[src/rtl/pool_sched.sv]
// Layer controller for the 4-lane pooling datapath: latches geometry and lane mask,
// gates pool_en from the pixel stream, counts pixels and pooled results, reports done/err.
module pool_sched #(
  parameter int CH            = 4,
  parameter int WB            = 4,
  parameter int DRAIN_TIMEOUT = 64
) (
  input  logic          clk,
  input  logic          rst,
  input  logic          start,
  input  logic [WB-1:0] cfg_o_width,
  input  logic [WB-1:0] cfg_o_height,
  input  logic [CH-1:0] cfg_ch_mask,
  input  logic          in_valid,
  output logic          in_ready,
  output logic [CH-1:0] pool_en,
  output logic [WB-1:0] pool_o_width,
  input  logic [CH-1:0] pool_result_valid,
  output logic          busy,
  output logic          done,
  output logic          err
);

  localparam int RW = 2 * WB;
  localparam int TW = $clog2(DRAIN_TIMEOUT + 1);

  typedef enum logic [2:0] {
    S_IDLE  = 3'd0,
    S_LOAD  = 3'd1,
    S_RUN   = 3'd2,
    S_DRAIN = 3'd3,
    S_DONE  = 3'd4
  } state_t;

  state_t        state_q, state_d;
  logic [WB-1:0] ow_q, ow_d, oh_q, oh_d, pow_q, pow_d;
  logic [CH-1:0] mask_q, mask_d;
  logic [RW-1:0] total_q, total_d, res_q, res_d;
  logic [WB:0]   col_q, col_d, row_q, row_d;
  logic [TW-1:0] to_q, to_d;
  logic          err_q, err_d;

  logic          in_run, counting, cfg_ok;
  logic          strobe_good, strobe_bad, res_full, res_inc;
  logic [WB:0]   col_last, row_last;

  assign in_run      = (state_q == S_RUN);
  assign counting    = in_run || (state_q == S_DRAIN);
  assign cfg_ok      = (cfg_o_width != '0) && (cfg_o_height != '0) && (cfg_ch_mask != '0);
  assign col_last    = {ow_q, 1'b0} - (WB+1)'(1);
  assign row_last    = {oh_q, 1'b0} - (WB+1)'(1);
  // A result counts only when exactly the active lanes strobe together.
  assign strobe_good = counting && (pool_result_valid == mask_q);
  assign strobe_bad  = counting && (pool_result_valid != '0) && (pool_result_valid != mask_q);
  assign res_full    = (res_q == total_q);
  assign res_inc     = strobe_good && !res_full;

  // Lane enables are decoded from state so a reset removes them without waiting for a clock.
  genvar gi;
  generate
    for (gi = 0; gi < CH; gi++) begin : g_lane
      assign pool_en[gi] = in_run & in_valid & mask_q[gi];
    end
  endgenerate

  assign in_ready     = in_run;
  assign busy         = (state_q != S_IDLE);
  assign done         = (state_q == S_DONE);
  assign pool_o_width = pow_q;
  assign err          = err_q;

  always_comb begin
    state_d = state_q;
    ow_d    = ow_q;
    oh_d    = oh_q;
    mask_d  = mask_q;
    pow_d   = pow_q;
    total_d = total_q;
    res_d   = res_q;
    col_d   = col_q;
    row_d   = row_q;
    to_d    = to_q;
    err_d   = err_q;

    if (res_inc) begin
      res_d = res_q + RW'(1);
    end

    case (state_q)
      S_IDLE: begin
        if (start) begin
          if (cfg_ok) begin
            ow_d    = cfg_o_width;
            oh_d    = cfg_o_height;
            mask_d  = cfg_ch_mask;
            err_d   = 1'b0;
            state_d = S_LOAD;
          end else begin
            err_d = 1'b1;
          end
        end
      end
      S_LOAD: begin
        pow_d   = ow_q;
        total_d = RW'(ow_q) * RW'(oh_q);
        col_d   = '0;
        row_d   = '0;
        res_d   = '0;
        to_d    = '0;
        state_d = S_RUN;
      end
      S_RUN: begin
        to_d = '0;
        if (in_valid) begin
          if (col_q == col_last) begin
            col_d = '0;
            if (row_q == row_last) begin
              state_d = S_DRAIN;
            end else begin
              row_d = row_q + (WB+1)'(1);
            end
          end else begin
            col_d = col_q + (WB+1)'(1);
          end
        end
      end
      S_DRAIN: begin
        // to_q holds the number of silent drain cycles since entry or the last result.
        if (res_d == total_q) begin
          state_d = S_DONE;
        end else if (res_inc) begin
          to_d = TW'(1);
        end else begin
          to_d = to_q + TW'(1);
          if (to_d == TW'(DRAIN_TIMEOUT)) begin
            err_d   = 1'b1;
            state_d = S_DONE;
          end
        end
      end
      S_DONE: begin
        state_d = S_IDLE;
      end
      default: begin
        state_d = S_IDLE;
      end
    endcase

    if (strobe_bad || (strobe_good && res_full)) begin
      err_d = 1'b1;
    end
    if (start && (state_q != S_IDLE)) begin
      err_d = 1'b1;
    end
  end

  always_ff @(posedge clk or posedge rst) begin
    if (rst) begin
      state_q <= S_IDLE;
      ow_q    <= '0;
      oh_q    <= '0;
      mask_q  <= '0;
      pow_q   <= '0;
      total_q <= '0;
      res_q   <= '0;
      col_q   <= '0;
      row_q   <= '0;
      to_q    <= '0;
      err_q   <= 1'b0;
    end else begin
      state_q <= state_d;
      ow_q    <= ow_d;
      oh_q    <= oh_d;
      mask_q  <= mask_d;
      pow_q   <= pow_d;
      total_q <= total_d;
      res_q   <= res_d;
      col_q   <= col_d;
      row_q   <= row_d;
      to_q    <= to_d;
      err_q   <= err_d;
    end
  end

endmodule

[config.mk]
export PLATFORM = sky130hd
export DESIGN_NAME = pool_sched
export DESIGN_NICKNAME = d
export VERILOG_FILES = /design/src/rtl/pool_sched.sv
export SDC_FILE = /design/constraint.sdc
export NUM_CORES = 1
export LEC_CHECK = 0
export ABC_AREA = 1
export ABC_CLOCK_PERIOD_IN_PS = 7100
export BUFFER_PORTS_ARGS = -buffer_cell sky130_fd_sc_hd__buf_2
export CAP_MARGIN = 5
export CORE_MARGIN = 2
export CORE_UTILIZATION = 35
export DETAILED_ROUTE_END_ITERATION = 8
export PLACE_DENSITY = 0.63
export SLEW_MARGIN = 20
export SYNTH_ARGS = -nofsm -noshare
export SYNTH_HDL_FRONTEND = slang
export SYNTH_SLANG_ARGS = --single-unit
export TNS_END_PERCENT = 50
[constraint.sdc]
create_clock -name clk -period 7.1 [get_ports clk]
set_input_delay 0.355 -clock clk [delete_from_list [all_inputs] [get_ports clk]]
set_output_delay 0.355 -clock clk [all_outputs]
set_load 0.02 [all_outputs]
==> metrics, run 1 <==
outcome=finished, final reports clean; ratio of cells with drive above 1 in the final layout=0.145; area share of the largest cell type after synthesis=0.362; Worst Setup SP=oh_q[2]; final wirelength=~7700 um; initial DRC count=around 180; Reg area=about 1300 um2; Post-CTS Setup Bufs=0; crit path capture=total_q[7]; CP max stage delay=between 0.5 and 0.6 ns; worst setup margin=4.10 ns; worst-margin pin slew=0.825 ns; highest metal used=met4; Placer Congestion=0.839; Critical Path Most Common Cell=nor2_1; Req. time, crit path=7.27 ns; library cells used by synthesis=33; R2R Path End=total_q[7]; post-detailed-route count of antenna-violating nets=0; register bit total from synthesis=53; final setup skew=0.00750 ns; main area contributors after synthesis=dfrtp_1 (36%), nand2_1 (14%), inv_1 (6.9%); min Tclk post-route=3.00 ns; P&R area growth vs syn=10.6%; drt pass-1 iters=4; core area=10200 um2; RSZ-0062 raised after global routing=no; routed vias/inst=4.67; # IOs=32; wire per inst=roughly 12 um; R2R Setup Slk=4.10 ns; pin count of the biggest net entering global routing=54; insertion delay to the later sink of the worst-skew pair=just over 0.3 ns; Non-Filler Instances=655; critical path arrival=between 3 and 4 ns; Via Count=around 3100; total CTS buffers=5; CTS sink cnt=53; Clock Path Buffers=2; number of cells after detailed placement=647; Synth warnings=0; multi-input gate area in the final layout=2010 um2; initial antenna violation count=0; final setup TNS=0 ns; I/O Buffers=31; CP Class=reg -> reg; met3 wire len=around 240 um; Max Slew Vio Count=0; Resized Gates After CTS=0; Max-cap violations=0; Max-Slew Margin vs Limit=0.448; fin nets=about 560; syn_area_per_cell=between 7 and 8 um2; hold_buf cts=0; Highest Clock Rate=334 MHz; final setup fails=0; crit path max fanout=7; Critical Path End Type=flop; Final Hold Violating Endpoints=0; die span in y=about 110 um; Worst Reg-to-Reg Cells=14; Max VDD drop=0.173 mV; Fill cells=1064; CTS tree=built; first-pass GRT wire length=13500 um; Initial Utilization=0.358; post-synthesis sequential area ratio=0.362; CP cell instances=nand2_1, fa_1, inv_1, fa_1, ha_1, a21oi_1, inv_1, a31oi_1, nor2_1, nor2_1, nor2_1, nor2_1, xor2_1, o21ai_0; H-Tree Depth=2; Post-Synthesis Cells=between 400 and 500; syn_nets=between 500 and 600; element type at the critical path start=flop; Hold Path Class=in -> async; post-detailed-placement half-perimeter wirelength=5720 um; largest area contributor in the synthesized netlist=dfrtp_1; Die Width=106 um; WHS=0.217 ns; static leakage=roughly 2.2 nW; Slowest cell on crit path=fa_1; Root Buffer=clkbuf_8; pre-CTS WS=4.11 ns; GRT Resource Usage Total=0.146; number of global-route vias before repair=2997; Tcrit/Tclk final=0.422; mapped cell area=3660 um2; CTS clk-pin slew, worst paths=0.10 ns; worst r2r src=oh_q[2]; Power Dens Cells=434 nW/um2; die area=11300 um2; GRT Residual Overflow=0; DRC=0; # diodes=0; M1 WL=3730 um; # rows=37; routed length on met2=3630 um
-- sequential cells by signal, summed over array words and instances (netlist names) --
signal,count
ow_q,4
err,1
oh_q,4
state_q,3
total_q,8
pool_o_width,4
to_q,7
res_q,8
row_q,5
mask_q,4
col_q,5
-- power by group --
| part | switching, mW | leakage, nW | internal [mW] |
|---|---|---|---|
| Clock | 0.105 | 0.0542 | 0.0885 |
| Combinational | 0.659 | 1.47 | 0.400 |
| Sequential | 0.102 | 0.676 | 0.402 |
| Total | 0.865 | 2.20 | 0.890 |
-- synth_stat cells, drive strengths merged --
cell,number
buf,3
xor2,16
nor3,6
o211ai,1
o21ai,20
nand4,4
nand3,43
a31oi,1
nor2,51
inv,73
fa,4
a21oi,22
and3,1
xnor2,10
clkbuf,7
dfrtp,53
o22ai,2
nand2,142
nor4,4
mux2,3
ha,19
nand3b,2
o21bai,1
-- layout by cell type, fill, tap and decap left out, types with 2 or more instances in the layout --
cell type,Yosys,routed
a21oi_1,22,22
buf_2,0,31
buf_4,0,2
clkbuf_8,0,7
dfrtp_1,53,53
fa_1,4,4
ha_1,19,19
inv_1,67,66
inv_2,6,7
mux2_2,3,3
nand2_1,133,133
nand2_2,5,5
nand2_4,3,3
nand3_1,35,35
nand3_2,8,8
nand4_1,4,4
nor2_1,46,46
nor2_4,3,3
nor3_1,6,5
nor4_1,4,4
o21ai_0,19,19
o22ai_1,2,2
xnor2_1,10,10
xor2_1,16,16
-- per-layer routing --
layer,GRT usage,vias up
met2,0.253,48
met1,0.192,1411
met5,0,-
li1,-,1597
met3,0.0221,5
met4,0.0310,0
-- logic make-up after synthesis --
kind of cell	share of synthesized area
adder cells (fa/ha/maj)	0.0868
buffers and inverters	0.0913
XOR/XNOR	0.0622
multiplexers	0.00923
AO/OA/AOI/OAI	0.0666
flip-flops	0.362
AND/OR/NAND/NOR	0.322
-- worst min-delay path by stage --
stage / from / endpoint / slack, ns / cells past startpoint
after floorplan: total_q[7] / total_q[7] / 0.50 / 2
after global placement: pool_o_width[0] / pool_o_width[0] / 0.46 / 2
after detailed placement: pool_o_width[3] / pool_o_width[3] / 0.46 / 2
after CTS: rst / to_q[0] / 0.26 / 3
after global routing: rst / pool_o_width[0] / 0.29 / 3
final: rst / res_q[6] / 0.22 / 3
-- layout make-up --
class | instances | area share
sequential | 53 | 0.328
clock inverter | 1 | 0.00124
timing repair buffer | 33 | 0.0420
tap | 136 | 0.0420
multi-input combinational | 352 | 0.496
clock buffer | 7 | 0.0238
inverter | 73 | 0.0677
-- per-stage QoR --
step	utilization	area (um2)	power, mW
floorplan	-	3660	1.35
global placement	0.386	3950	1.56
detailed placement	0.386	3950	1.57
CTS	0.396	4050	1.78
global route	0.396	4050	1.97
finish	0.396	4050	1.76
-- critical path: cells and delay by family (launching register included) --
kind                     cells  cell delay [ns]
AO/OA/AOI/OAI                3             0.41
XOR/XNOR                     1             0.15
adder cells (fa/ha/maj)      3             1.28
buffers and inverters        2             0.11
flip-flops                   1             0.49
AND/OR/NAND/NOR              5             0.42
Note: power is estimated with default switching activity, not from simulation.
==> run 2: changes to the inputs <==
Settings changed: ABC_CLOCK_PERIOD_IN_PS 7100 to 2500, PLACE_DENSITY 0.63 to 0.64.
Clock period 7.1 ns to 2.5 ns, I/O delays scaled along.
==> run 2 against run 1 <==
Net effect: the run now ends with setup timing left; clock power increased to 2.6 times the previous value; global-route usage decreased by 0.38 points; via count increased by 2.8%; die area unchanged; largest cell class unchanged.
==> metrics, run 2 (synthesized netlist as in run 1, its figures left out) <==
final setup skew=0.00419 ns (-0.00332 ns); # rows=37 (unchanged); Placer Congestion=0.840 (about the same); CP max stage delay=0.52 ns (about the same); Max-cap violations=0 (unchanged); Die Width=106 um (unchanged); Largest delay share family, worst path=adder cells; R2R Path End=total_q[7]; P&R area growth vs syn=16.1%; R2R Setup Slk=-0.21 ns (-4.32 ns); total CTS buffers=5 (unchanged); min Tclk post-route=2.71 ns (-0.282 ns); Via Count=3147 (+2.8%); CP Class=reg -> reg; number of global-route vias before repair=3054 (+1.9%); Initial Utilization=0.358 (unchanged); CTS tree=built; pre-CTS WS=-0.322 ns (-4.43 ns); Root Buffer=clkbuf_8; WHS=0.0105 ns (-0.206 ns); static leakage=2.28 nW (+3.5%); Slowest cell on crit path=fa_1; critical path arrival=2.89 ns (-0.28 ns); commonest non-fill, non-tap cell in the layout=nand2_1; worst setup margin=-0.214 ns (-4.32 ns); largest registers=res_q: 8 flops, total_q: 8 flops, to_q: 7 flops; Max-Slew Margin vs Limit=0.543 (+0.0950); CTS clk-pin slew, worst paths=0.09 ns (about the same); Hold Path Class=in -> async; die span in y=106 um (unchanged); hold_buf cts=0 (unchanged); worst r2r src=ow_q[1]; CP cell instances=nand2_1, fa_1, inv_1, fa_2, ha_4, a21oi_2, inv_2, a31oi_4, nor2_2, nor2_1, nor2_1, nor2_1, xor2_1, o21ai_1; Worst Reg-to-Reg Cells=14 (unchanged); GRT Residual Overflow=0 (unchanged); ratio of cells with drive above 1 in the final layout=0.192 (+0.0477); insertion delay to the later sink of the worst-skew pair=0.30 ns (about the same); outcome=complete, but fails checks; die area=11300 um2 (unchanged); Highest Clock Rate=368 MHz (+10%); fin util=0.416 (+0.0199); H-Tree Depth=2 (unchanged); element type at the critical path start=flop; number of cells after detailed placement=663 (+2.5%); Non-Filler Instances=672 (+2.6%); Power Dens Cells=1360 nW/um2 (+210%); failing checks=setup timing; Tcrit/Tclk final=1.09 (+0.664); # diodes=0 (unchanged); worst-margin pin slew=0.685 ns (-0.140 ns); Clock Path Buffers=2 (unchanged); RSZ-0062 raised after global routing=yes; Critical Path End Type=flop; fin nets=579 (+3.2%); Max Slew Vio Count=0 (unchanged); initial antenna violation count=0 (unchanged); GRT Resource Usage Total=0.142 (-0.00384); # IOs=32 (unchanged); core area=10200 um2 (unchanged); routed vias/inst=4.68 (+0.21%); routed length on met2=3820 um (+5.0%); most frequent cells in the layout=nand2_1 (130), inv_1 (65), dfrtp_1 (53); first-pass GRT wire length=13200 um (-2.3%); final setup fails=4 (+4); Critical Path Most Common Cell=nor2_1; total power draw=5.79 mW (+230%); crit path max fanout=4 (-3); Req. time, crit path=2.67 ns (-4.60 ns); wire per inst=11.6 um (-1.1%); met3 wire len=205 um (-15%); highest metal used=met4; M1 WL=3690 um (-1.1%); Fill cells=1018 (-4.3%); I/O Buffers=31 (unchanged); final wirelength=7780 um (+1.5%); post-detailed-route count of antenna-violating nets=0 (unchanged); Max VDD drop=0.729 mV (+320%); post-detailed-placement half-perimeter wirelength=5880 um (+2.8%); WP buf/inv=2 (unchanged); DRC=0 (unchanged); initial DRC count=144 (-20%); CTS sink cnt=53 (unchanged); Final Hold Violating Endpoints=0 (unchanged); pin count of the biggest net entering global routing=54 (unchanged); drt pass-1 iters=4 (unchanged)
-- run 2: cell count changes in the layout (fill, tap and decap cells not counted), moves of 2 or more --
cell	previous run	this run
nand2_2	5	8
fa_2	0	2
nand2_1	133	130
buf_4	2	19
a21oi_1	22	20
o21ai_1	1	4
a21oi_2	0	2
o21ai_0	19	16
ha_4	0	2
ha_1	19	17
fa_1	4	2
-- run 2: power by group --
| group | total [mW] | internal, mW | switching [mW] |
|---|---|---|---|
| clock | 0.493 | 0.221 | 0.272 |
| sequential | 1.39 | 1.14 | 0.248 |
| combinational | 3.91 | 1.67 | 2.24 |
-- run 2: worst max path at each step --
stage | start | endpoint | slack (ns) | cells past startpoint
2_1_floorplan | ow_q[0] | total_q[7] | -0.15 | 14
3_3_place_gp | oh_q[3] | total_q[7] | -0.22 | 14
3_5_place_dp | oh_q[3] | total_q[7] | -0.32 | 14
4_1_cts | ow_q[1] | total_q[7] | -0.22 | 12
5_1_grt | oh_q[3] | total_q[7] | -0.35 | 14
6_report | ow_q[1] | total_q[7] | -0.21 | 14
-- run 2: repair_timing --
action,4_1_cts,5_1_grt
setup buffers,1,1
setup endpoints to repair,5,12
gates resized for setup,5,10
pin swaps,1,2
cloned,0,0
-- run 2: worst register-to-register path, cell delays in order (launching register included) --
cell     delay, ns
dfrtp_1       0.43
nand2_1       0.10
fa_1          0.52
inv_1         0.05
fa_2          0.45
ha_4          0.18
a21oi_2       0.14
inv_2         0.06
a31oi_4       0.15
nor2_2        0.05
nor2_1        0.09
nor2_1        0.05
nor2_1        0.11
xor2_1        0.15
o21ai_1       0.07
-- run 2: layer usage --
metal | GRT usage | vias to the layer above
met2 | 0.255 | 44
met4 | 0.0301 | 0
met5 | 0 | -
met3 | 0.0202 | 6
met1 | 0.181 | 1463
li1 | - | 1634
-- run 2: cell type report --
type	instances	area, um2	share of cell area
Timing Repair Buffer	51	318	0.0747
Clock buffer	7	86.3	0.0203
Inverter	73	274	0.0644
Multi-Input combinational cell	352	2080	0.489
Tap cell	136	170	0.0400
Sequential cell	53	1330	0.312
-- run 2: metrics by stage --
stage | area, um2 | TNS [ns]
2_1_floorplan | 3690 | -0.154
4_1_cts | 4200 | -0.429
3_5_place_dp | 4080 | -0.812
3_3_place_gp | 4080 | -0.420
6_report | 4250 | -0.487
5_1_grt | 4250 | -0.989
